==> config.mk <==
export PLATFORM = sky130hd
export DESIGN_NAME = fetch_unit
export DESIGN_NICKNAME = d
export VERILOG_FILES = /design/src/rtl/fetch_unit.sv
export SDC_FILE = /design/constraint.sdc
export NUM_CORES = 1
export LEC_CHECK = 0
export BUFFER_PORTS_ARGS = -buffer_cell sky130_fd_sc_hd__buf_2
export CORE_MARGIN = 2
export CORE_UTILIZATION = 45
export DETAILED_ROUTE_END_ITERATION = 7
export GPL_TIMING_DRIVEN = 1
export PLACE_DENSITY = 0.67
export SETUP_SLACK_MARGIN = 0.1
export SYNTH_ARGS = -nofsm -noshare
export SYNTH_HDL_FRONTEND = slang
export SYNTH_SLANG_ARGS = --single-unit
export TNS_END_PERCENT = 20
==> constraint.sdc <==
create_clock -name clk -period 5.9 [get_ports clk]
set_input_delay 1.18 -clock clk [delete_from_list [all_inputs] [get_ports clk]]
set_output_delay 1.18 -clock clk [all_outputs]
set_load 0.1 [all_outputs]
==> src/rtl/fetch_unit.sv <==
// Instruction fetch front end: issues the PC to instruction memory with one
// request outstanding and buffers responses in a small queue toward decode.
module fetch_unit #(
  parameter int ADDR_WIDTH = 32,
  parameter int DATA_WIDTH = 32,
  parameter int DEPTH      = 2
) (
  input  logic                  clk,
  input  logic                  rst,
  input  logic [ADDR_WIDTH-1:0] pc,
  output logic                  pc_en,
  input  logic                  flush,
  output logic                  imem_req,
  output logic [ADDR_WIDTH-1:0] imem_addr,
  input  logic                  imem_gnt,
  input  logic                  imem_rvalid,
  input  logic [DATA_WIDTH-1:0] imem_rdata,
  output logic                  if_valid,
  input  logic                  if_ready,
  output logic [DATA_WIDTH-1:0] if_instr,
  output logic [ADDR_WIDTH-1:0] if_pc
);

  localparam int PTR_W = (DEPTH > 1) ? $clog2(DEPTH) : 1;
  localparam int CNT_W = $clog2(DEPTH + 1);
  localparam logic [CNT_W-1:0] FULL_COUNT = CNT_W'(DEPTH);
  localparam logic [PTR_W-1:0] LAST_PTR   = PTR_W'(DEPTH - 1);

  typedef enum logic [1:0] {
    ST_IDLE,
    ST_WAIT,
    ST_DISCARD
  } state_t;

  state_t                  state, state_next;
  logic [ADDR_WIDTH-1:0]   req_pc;
  logic [PTR_W-1:0]        head, tail;
  logic [CNT_W-1:0]        count;
  logic [DATA_WIDTH-1:0]   instr_mem [DEPTH];
  logic [ADDR_WIDTH-1:0]   pc_mem    [DEPTH];

  logic grant;
  logic push;
  logic pop;

  function automatic logic [PTR_W-1:0] next_ptr(input logic [PTR_W-1:0] ptr);
    return (ptr == LAST_PTR) ? '0 : ptr + 1'b1;
  endfunction

  // A slot is free only when nothing is outstanding, so a granted fetch
  // always has room to land even if decode stalls meanwhile.
  assign imem_req  = (state == ST_IDLE) & (count < FULL_COUNT) & ~flush & ~rst;
  assign imem_addr = pc;
  assign grant     = imem_req & imem_gnt;
  assign pc_en     = ~rst & (flush | grant);

  assign push = (state == ST_WAIT) & imem_rvalid & ~flush;
  assign pop  = if_valid & if_ready & ~flush;

  assign if_valid = (count != '0);
  assign if_instr = if_valid ? instr_mem[head] : '0;
  assign if_pc    = if_valid ? pc_mem[head]    : '0;

  // NOTE: next-state logic assigns a default first so no path can infer a latch.
  always_comb begin
    state_next = state;
    unique case (state)
      ST_IDLE: begin
        if (grant) state_next = ST_WAIT;
      end
      ST_WAIT: begin
        if (flush)            state_next = imem_rvalid ? ST_IDLE : ST_DISCARD;
        else if (imem_rvalid) state_next = ST_IDLE;
      end
      ST_DISCARD: begin
        if (imem_rvalid) state_next = ST_IDLE;
      end
      default: state_next = ST_IDLE;
    endcase
  end

  // NOTE: sequential state uses non-blocking assignments so every register
  // samples pre-edge values regardless of statement order.
  always_ff @(posedge clk or posedge rst) begin
    if (rst) begin
      state  <= ST_IDLE;
      req_pc <= '0;
      head   <= '0;
      tail   <= '0;
      count  <= '0;
    end else begin
      state <= state_next;
      if (grant) req_pc <= pc;
      if (flush) begin
        head  <= '0;
        tail  <= '0;
        count <= '0;
      end else begin
        if (push) tail <= next_ptr(tail);
        if (pop)  head <= next_ptr(head);
        unique case ({push, pop})
          2'b10:   count <= count + 1'b1;
          2'b01:   count <= count - 1'b1;
          default: count <= count;
        endcase
      end
    end
  end

  // NOTE: queue storage carries no reset; outputs are gated by if_valid, so
  // stale entries are never visible and the array maps onto plain flops/RAM.
  always_ff @(posedge clk) begin
    if (push) begin
      instr_mem[tail] <= imem_rdata;
      pc_mem[tail]    <= req_pc;
    end
  end

endmodule

Yosys cells after proc, flatten, opt, wreduce, memory -nomap -nowiden
Memory sizes are Yosys's and may differ from the RTL's.
Index checks and enable logic that the tools add are counted.
Widths: inputs -> output; s select.

storage, ports and cells
  memory bits (writable) = 128
  output and inout bits = 99
  register bits = 38
  memories = 2
  bits of input ports = 70
  logic and storage cells = 51

memory list
  name       words  width  read ports  clocked after Yosys merged registers in  wr ports  line  RTL
  instr_mem  2      32     1           0                                        1         39    logic [DATA_WIDTH-1:0] instr_mem [DEPTH];
  pc_mem     2      32     1           0                                        1         40    logic [ADDR_WIDTH-1:0] pc_mem [DEPTH];

cells by class
  order comparisons = 1
  equality and inequality tests = 5
  reductions and logical operators = 5
  multiplexer cells = 17
  bitwise gates (word level) = 12
  $add $sub $neg = 4

operator list
  cell                 number
  $mux 32              2
  $mux 2               5
  $and 1x1->1          9
  $mux 1               8
  $pmux 2 s3           1
  $reduce_bool 2->1    3
  $eq 2x1->1 const B   2
  $eq 2x2->1 const B   2
  $pmux 2 s2           1
  $reduce_bool 3->1    1
  $add 1x1->1 const B  2
  $add 2x1->2 const B  1
  $logic_not 2->1      1
  $lt 2x2->1 const B   1
  $ne 2x2->1 const B   1
  $not 1->1            2
  $sub 2x1->2 const B  1
  $or 1x1->1           1

Longest topological paths before layout
Gate-level depths: netlist of run 1.

  word-level depth = 7
  mapped depth = 5
  gate-level depth less buffers = 3

Least setup slack after synthesis of run 1
Ideal clock, no wire load.

  kind = input to output
  start = input flush
  end = output pc_en
  stages on the path = 5
  slack = 884 ps
  required time = 4,720 ps
  arrival = 3,836 ps
  cells stage by stage = or4_1 or3b_1 buf_6 buf_12 a21oi_1

on the way
  cells in the longest elaborated chain, start to end = 6

RTL lines
  item                      line  RTL
  from (decl)               12    input logic flush,
  $not 1->1                 52    assign imem_req = (state == ST_IDLE) & (count < FULL_COUNT) & ~flush & ~rst;
  $and 1x1->1 (2 in a row)  52
  $and 1x1->1               54    assign grant = imem_req & imem_gnt;
  $or 1x1->1 *              55    assign pc_en = ~rst & (flush | grant);
  $and 1x1->1 *             55
  to (decl)                 11    output logic pc_en,

Every way passes the cells marked *; elsewhere a longest branch is shown, timed or not.

Worst setup path after layout of run 1
Same ends and word-level chain as after synthesis.

==> results of run 1 <==
==> per-stage QoR <==
step           setup slack, ns  hold WS, ns  power (uW)  cell area, sq um
2_1_floorplan            0.884        0.437        1690              6690
3_3_place_gp              1.48        0.447        1740              7450
3_5_place_dp              1.38        0.463        1750              7450
4_1_cts                   1.38        0.476        2840              8050
5_1_grt                   1.29        0.486        2910              8050
6_report                  1.34        0.474        2810              8050
==> worst max path at each step <==
stage	end	slack, ns	cells past startpoint
after floorplan	pc_en	0.88	5
after global placement	pc_en	1.48	6
after detailed placement	pc_en	1.38	6
after CTS	pc_en	1.38	6
after global routing	pc_en	1.29	6
final	pc_en	1.34	6
==> where the power goes <==
group          internal, uW  leakage (uW)  total (uW)  switching [uW]
Clock                   684      0.000290        1090             408
Combinational           109       0.00135         320             211
Sequential             1350       0.00161        1400            48.5
Total                  2150       0.00326        2810             667
==> logic make-up after synthesis <==
family / after synthesis / synth area share [%]
AND/OR/NAND/NOR: 81 / 4.99
XOR/XNOR: 2 / 0.262
AO/OA/AOI/OAI: 7 / 0.636
buffers and inverters: 56 / 5.78
flip-flops: 166 / 71.7
multiplexers: 97 / 16.7
==> layout by cell type (no fill, tap or decap), types with 4 or more instances in the layout <==
master	n
clkinv_2	5
inv_1	5
edfxtp_1	128
dfrtp_1	37
mux2_2	4
buf_4	4
clkbuf_16	17
nor2_1	67
buf_2	168
mux2i_1	65
mux2_4	28
==> registers in the layout, indices dropped and copies added (netlist names) <==
signal,flops
instr_mem,64
state,2
count,2
req_pc,32
tail,1
head,1
pc_mem,64
==> metal layers <==
layer  GRT usage (%)  vias up  wire (um)
li1                -     1724          -
met1            18.9     1734       4970
met2            25.4      134       5870
met3            4.08       13        782
met4            5.69        0        139
met5               0        -          0
==> layout make-up <==
cell class / count / area [sq um]
multi-input combinational: 187 / 1530
inverter: 6 / 22.5
fill: 1218 / 6480
sequential: 166 / 4800
tap: 184 / 230
clock inverter: 10 / 130
timing repair buffer: 172 / 871
clock buffer: 22 / 464
==> synth_stat cells, drive strengths merged <==
master | number | area (sq um)
edfxtp | 128 | 3840
nor2 | 70 | 263
mux2i | 65 | 651
dfrtp | 38 | 951
buf | 36 | 312
mux2 | 32 | 465
clkbuf | 14 | 52.6
inv | 6 | 22.5
nand2 | 3 | 11.3
a21oi | 2 | 10.0
nand3b | 2 | 15.0
o21ai | 2 | 10.0
a31oi | 1 | 6.26
nand2b | 1 | 6.26
nor3 | 1 | 5.00
nor4bb | 1 | 10.0
o21bai | 1 | 7.51
o41ai | 1 | 8.76
or3 | 1 | 7.51
or3b | 1 | 8.76
or4 | 1 | 7.51
xnor2 | 1 | 8.76
xor2 | 1 | 8.76
==> run metrics, run 1 <==
Worst Clk Skew=0.00729 ns; postcts setup bufs=0; Worst Path Required=~4.7 ns; Avg Inst Size Synth=roughly 16 sq um; Worst Hold Depth=0; global-route usage over all layers=roughly 15%; Post-DRT Antenna Nets=0; H-tree levels=4; vias per cell=a little under 5; R2R Path End=instr_mem[0][11]; antenna violations before repair=0; final setup vio count=0; placed instance count=715; IO Port Bufs=168; HP Start=req_pc[7]; Final Util=between 50% and 60%; #FFs+latches synth=166; CTS Buffer Depth=2; Fin Setup TNS=0 ns; Data arrival, critical path=3.38 ns; synth unique cells=26; Yosys warning count=0; vias=3,605; max cap viols=0; root buffer cell=clkbuf_16; share of layout cells above drive strength 1=42.6%; slowest cell on the critical path=or4_1; Layout area overhead=20.3%; Detail Placement HPWL=7.50 mm; worst hold endpoint=pc_mem[0][7]; slew margin rel.=a little under a quarter; Reg2Reg Launch Point=state[1]; clock transition at the registers of the reported paths=0.06 ns; critical path launch point type=input port; crit path kind=input port to output port; ANT cells=0; reg2reg setup slack=3.14 ns; TritonCTS Buffers=17; largest net degree at the start of global routing=66; HP Class=register to register; Die W=126 um; CTS Hold Buffers Added=0; placer congestion estimate=approximately 0.8; crit path capture type=output port; Core Footprint=approximately 15,000 sq um; PwrDens=350 nW/um^2; outcome=finished, final reports clean; Worst Path Buf+Inv=3; GRT overflow=0; worst-path cell chain=buf_2 -> or4_1 -> or3b_2 -> buf_4 -> a21oi_1 -> buf_2; Mapped Nets=between 400 and 500; Worst-Skew Late Latency=between 0.4 and 0.5 ns; nets=620; Die Y=126 um; top-level port count=169; drt first pass iters=4; most frequent cell on the critical path=buf_2; Core Rows=44; CP Launch Point=flush; DRC=0; Post-Synthesis Cells=409; fin cells=747; Pleak=0.00326 uW; Mapped Area=6690 sq um; sequential share of the synthesized area=71.7%; period utilization=77.2%; endpoints failing hold=0; number of global-route vias before repair=between 3,000 and 4,000; CTS tree=yes; worst vdd ir=0.217 mV; first-pass GRT wire length=approximately 18 mm; r2r worst-path depth=4; CP max stage delay=0.50 ns; Post-Route WL=11.8 mm; die area=15,900 sq um; Max Clk Rate=~220 MHz; clock sink count=roughly 170; Tmin final=4.56 ns; First DRT Iteration DRCs=158; Worst Path Max Fanout=34; CP delay by family, top=simple AND/OR/NAND/NOR gates; unrepaired setup endpoints after global routing=false; routed len/inst=15.8 um; # resized after CTS=0; Initial Utilization=46.0%; Slew Limit Fails=0; worst slew pin tran=1.15 ns
(Power assumes the default switching activity.)
==> inputs of run 2 (changes only) <==
==> constraint.sdc (replaced) <==
create_clock -name clk -period 4.3 [get_ports clk]
set_input_delay 0.86 -clock clk [delete_from_list [all_inputs] [get_ports clk]]
set_output_delay 0.86 -clock clk [all_outputs]
set_load 0.1 [all_outputs]
==> run 2 against run 1 <==
Effect of this change: clock skew hardly changed; sequential power grew 37%; register-to-register slack got worse by 1.2 ns; largest power group unchanged.
==> run metrics, run 2 (same netlist as run 1, synthesis figures left out) <==
outcome=finished, final reports clean; Post-DRT Antenna Nets=0; fillers=1,212; Layout area overhead=20.5%; largest net degree at the start of global routing=50; global-route usage over all layers=approximately 15%; Core Footprint=14,500 sq um; Die W=126 um; Detail Placement HPWL=7.57 mm; crit path capture type=output port; CTS Hold Buffers Added=0; WHS=0.472 ns; worst vdd ir=0.296 mV; routed len/inst=15.8 um; max cap viols=0; Final WS setup=0.860 ns; GRT overflow=0; most frequent cells in the layout=168 x buf_2, 128 x edfxtp_1, 67 x nor2_1; Worst Path Max Fanout=6; Worst Path Required=3.44 ns; Post-Route WL=11.9 mm; H-tree levels=4; period utilization=80.0%; TritonCTS Buffers=17; postcts setup bufs=0; Die Y=between 100 and 150 um; die area=15,900 sq um; slew margin rel.=40.3%; share of layout cells above drive strength 1=42.9%; endpoints failing hold=0; first-pass GRT wire length=18.4 mm; Core Rows=44; fin cells=750; Tmin final=3.44 ns; placed instance count=718; antenna violations before repair=0; clock sink count=between 150 and 200; Initial Utilization=46.0%; ANT cells=0; unrepaired setup endpoints after global routing=false; clock transition at the registers of the reported paths=0.06 ns; root buffer cell=clkbuf_16; placer congestion estimate=0.743; GR met3 Demand/Resource=4.42%; CTS Buffer Depth=2; Worst-Skew Late Latency=0.41 ns; DRC=0; Final Power=roughly 3800 uW; CTS tree=yes; placed instance area=approximately 7500 sq um; PwrDens=around 470 nW/um^2; critical path launch point type=input port; number of global-route vias before repair=3,583; GRT Max-Usage Layer=met2; drt first pass iters=6; final setup vio count=0; Max Clk Rate=291 MHz; Largest regs=instr_mem (64), pc_mem (64), req_pc (32); vias=3,652; nets=623; HP Class=register to register; First DRT Iteration DRCs=around 210; Data arrival, critical path=2.58 ns; global-route met1 utilization=19.4%; Worst Clk Skew=approximately 0.0074 ns; IO Port Bufs=168; commonest non-fill, non-tap cell in the layout=buf_2; met2 GRT Util=24.8%; top-level port count=169; Place WS=0.872 ns; vias per cell=roughly 4.9; Non-Filler Cell Area, Final=8060 sq um; crit path kind=input port to output port; # resized after CTS=0; Slew Limit Fails=0; Pleak=0.00327 uW; worst slew pin tran=0.894 ns
run 2: cell count changes in the layout (fill, tap and decap cells not counted):
cell | previous run | this run
clkinv_1 | 0 | 1
bufinv_16 | 3 | 1
clkinv_2 | 5 | 3
clkbuf_1 | 3 | 2
clkinv_4 | 0 | 1
buf_12 | 0 | 1
buf_4 | 4 | 6
clkbuf_8 | 2 | 5
run 2: stage by stage:
| stage | util [%] | TNS, ns |
|---|---|---|
| after floorplan | - | -12.38 |
| after global placement | 51.5 | 0 |
| after detailed placement | 51.5 | 0 |
| after CTS | 55.5 | 0 |
| after global routing | 55.5 | 0 |
| final | 55.5 | 0 |
run 2: worst paths after layout:
check,from,end,slack (ns),depth (start not counted)
min in group asynchronous,rst,state[1],0.66,2
hold reg to reg,req_pc[19],pc_mem[1][19],0.47,0
setup reg to reg,state[1],req_pc[21],1.98,4
setup / recovery,flush,pc_en,0.86,5
hold / removal,req_pc[19],pc_mem[1][19],0.47,0
max in group asynchronous,rst,head,2.99,2
run 2: metal layers:
layer  up-vias  part of all wire (%)
met4         0                   1.5
met1      1770                    43
met5         -                     0
li1       1733                     -
met3        16                   6.0
met2       133                    49
run 2: final cells by class:
cell class	instances	area, sq um	area share, %
Clock buffer	24	502	6.22
Clock inverter	8	72.6	0.900
Inverter	6	22.5	0.279
Multi-Input combinational cell	187	1530	19.0
Sequential cell	166	4800	59.5
Tap cell	184	230	2.85
Timing Repair Buffer	175	906	11.2
run 2: power breakdown:
group	leakage [uW]	switching, uW	internal, uW
clock	0.000280	559	870
sequential	0.00161	63.3	1860
combinational	0.00137	295	150
total	0.00327	917	2880
run 2: critical path, stage by stage:
cell     delay [ns]
buf_2          0.14
or4_1          0.49
or3b_2         0.50
a21oi_1        0.15
buf_2          0.44
==> inputs of run 3 (changes only) <==
--- a/config.mk
+++ b/config.mk
@@ -10,7 +10,7 @@
 export CORE_UTILIZATION = 45
 export DETAILED_ROUTE_END_ITERATION = 7
 export GPL_TIMING_DRIVEN = 1
-export PLACE_DENSITY = 0.67
+export PLACE_DENSITY = 0.7
 export SETUP_SLACK_MARGIN = 0.1
 export SYNTH_ARGS = -nofsm -noshare
 export SYNTH_HDL_FRONTEND = slang
==> constraint.sdc (replaced) <==
create_clock -name clk -period 2.8 [get_ports clk]
set_input_delay 0.56 -clock clk [delete_from_list [all_inputs] [get_ports clk]]
set_output_delay 0.56 -clock clk [all_outputs]
set_load 0.1 [all_outputs]
==> run 3 against run 2 <==
Effect of this change: first-iteration DRC count shrank 17%; clock-buffer cell count shrank 2; routed wire length grew 2.0%; largest cell class unchanged; sequential cell count is the same; critical endpoint unchanged; clock power grew 68%.
==> run metrics, run 3 (same netlist as run 1, synthesis figures left out) <==
unrepaired setup endpoints after global routing=true; global-route usage over all layers=15.3%; max cap viols=0; Max Clk Rate=375 MHz; ANT cells=0; Final Power=6050 uW; CTS tree=yes; r2r worst-path depth=4; Worst Path Required=2.24 ns; clock sink count=166; Metal-1 WL=roughly 5.0 mm; top sig layer=met4; drt first pass iters=4; Worst-Skew Late Latency=0.41 ns; met3 routed WL=838 um; Core Footprint=14,500 sq um; worst slew pin tran=0.943 ns; most frequent cells in the layout=167 x buf_2, 128 x edfxtp_1, 66 x nor2_1; endpoints failing hold=0; first-pass GRT wire length=about 19 mm; die area=15,900 sq um; met2 routed WL=~6.0 mm; share of layout cells above drive strength 1=43.4%; worst vdd ir=0.400 mV; Final Util=56.6%; crit path kind=register to output port; Die W=126 um; IO Port Bufs=168; fin cells=around 760; Worst Clk Skew=0.00854 ns; CTS Buffer Depth=2; critical path launch point type=register; Die Y=126 um; Non-Filler Cell Area, Final=8230 sq um; H-tree levels=4; Worst Path Max Fanout=3; Fin Setup TNS=0 ns; PwrDens=about 740 nW/um^2; GRT overflow=0; Tmin final=2.66 ns; placed instance count=721; antenna violations before repair=0; Layout area overhead=22.9%; nets=628; Post-Route WL=between 10 and 15 mm; largest net degree at the start of global routing=67; Slew Limit Fails=0; vias per cell=approximately 4.8; commonest non-fill, non-tap cell in the layout=buf_2; DRC=0; clock transition at the registers of the reported paths=0.06 ns; First DRT Iteration DRCs=172; Data arrival, critical path=between 2 and 2.5 ns; top-level port count=~170; Detail Placement HPWL=7.76 mm; Core Rows=44; fillers=1,178; outcome=finished, final reports clean; crit path capture type=output port; placed instance area=7570 sq um; routed len/inst=16.0 um; Largest regs=instr_mem (64), pc_mem (64), req_pc (32); period utilization=95.2%; Post-DRT Antenna Nets=0; TritonCTS Buffers=17; final setup vio count=0; root buffer cell=clkbuf_16; placer congestion estimate=around 0.75; CTS Hold Buffers Added=0; vias=3,652; Pleak=0.00333 uW; slew margin rel.=36.8%; Initial Utilization=46.0%; number of global-route vias before repair=3,734; HP Class=input port to async pin
-- run 3: cell count changes in the layout (fill, tap and decap cells not counted), sizes merged --
cell / previous run / this run
inv: 6 / 5
buf: 175 / 180
clkbuf: 24 / 22
bufinv: 1 / 4
clkinvlp: 2 / 3
clkinv: 5 / 4
-- run 3: area by class of cell --
class	instances	area, sq um	area share [%]
clock buffer	22	464	5.64
clock inverter	10	155	1.89
inverter	6	22.5	0.274
multi-input combinational	187	1550	18.9
sequential	166	4800	58.3
tap	184	230	2.80
timing repair buffer	180	1000	12.2
-- run 3: final timing paths --
check	startpoint	endpoint	slack, ns
setup / recovery	state[0]	pc_en	0.14
hold / removal	rst	req_pc[19]	0.28
setup reg to reg	state[0]	req_pc[2]	0.64
max in group asynchronous	rst	req_pc[2]	1.85
hold reg to reg	req_pc[19]	pc_mem[0][19]	0.46
min in group clk	imem_rdata[29]	instr_mem[1][29]	0.34
-- run 3: power by group --
| group | internal (uW) | switching (uW) | total, uW |
|---|---|---|---|
| clock | 1530 | 870 | 2400 |
| combinational | 241 | 457 | 698 |
| sequential | 2850 | 97.7 | 2950 |
| total | 4630 | 1420 | 6050 |
-- run 3: through the flow --
step | setup slack [ns] | hold WS, ns
finish | 0.135 | 0.279
global placement | 0.179 | 0.448
detailed placement | 0.158 | 0.450
global route | 0.0543 | 0.309
floorplan | -0.323 | 0.437
CTS | 0.104 | 0.293
-- run 3: worst max-delay path, cell delays in order, from the launching register on --
cell and delay [ns]:
dfrtp_1 0.39, or4_4 0.54, or3b_4 0.41, a21oi_4 0.18
buf_12 0.19
-- run 3: repair_timing --
item                                   CTS  global route
pin swaps                                1             0
setup endpoints to repair                1            18
setup buffers                            1             1
endpoints found under the hold margin    0             0
resized for setup                        1             1
-- run 3: layer usage --
| metal | GRT usage [%] | up-vias |
|---|---|---|
| met3 | 4.50 | 13 |
| met4 | 6.27 | 0 |
| li1 | - | 1742 |
| met1 | 18.5 | 1763 |
| met5 | 0 | - |
| met2 | 26.0 | 134 |
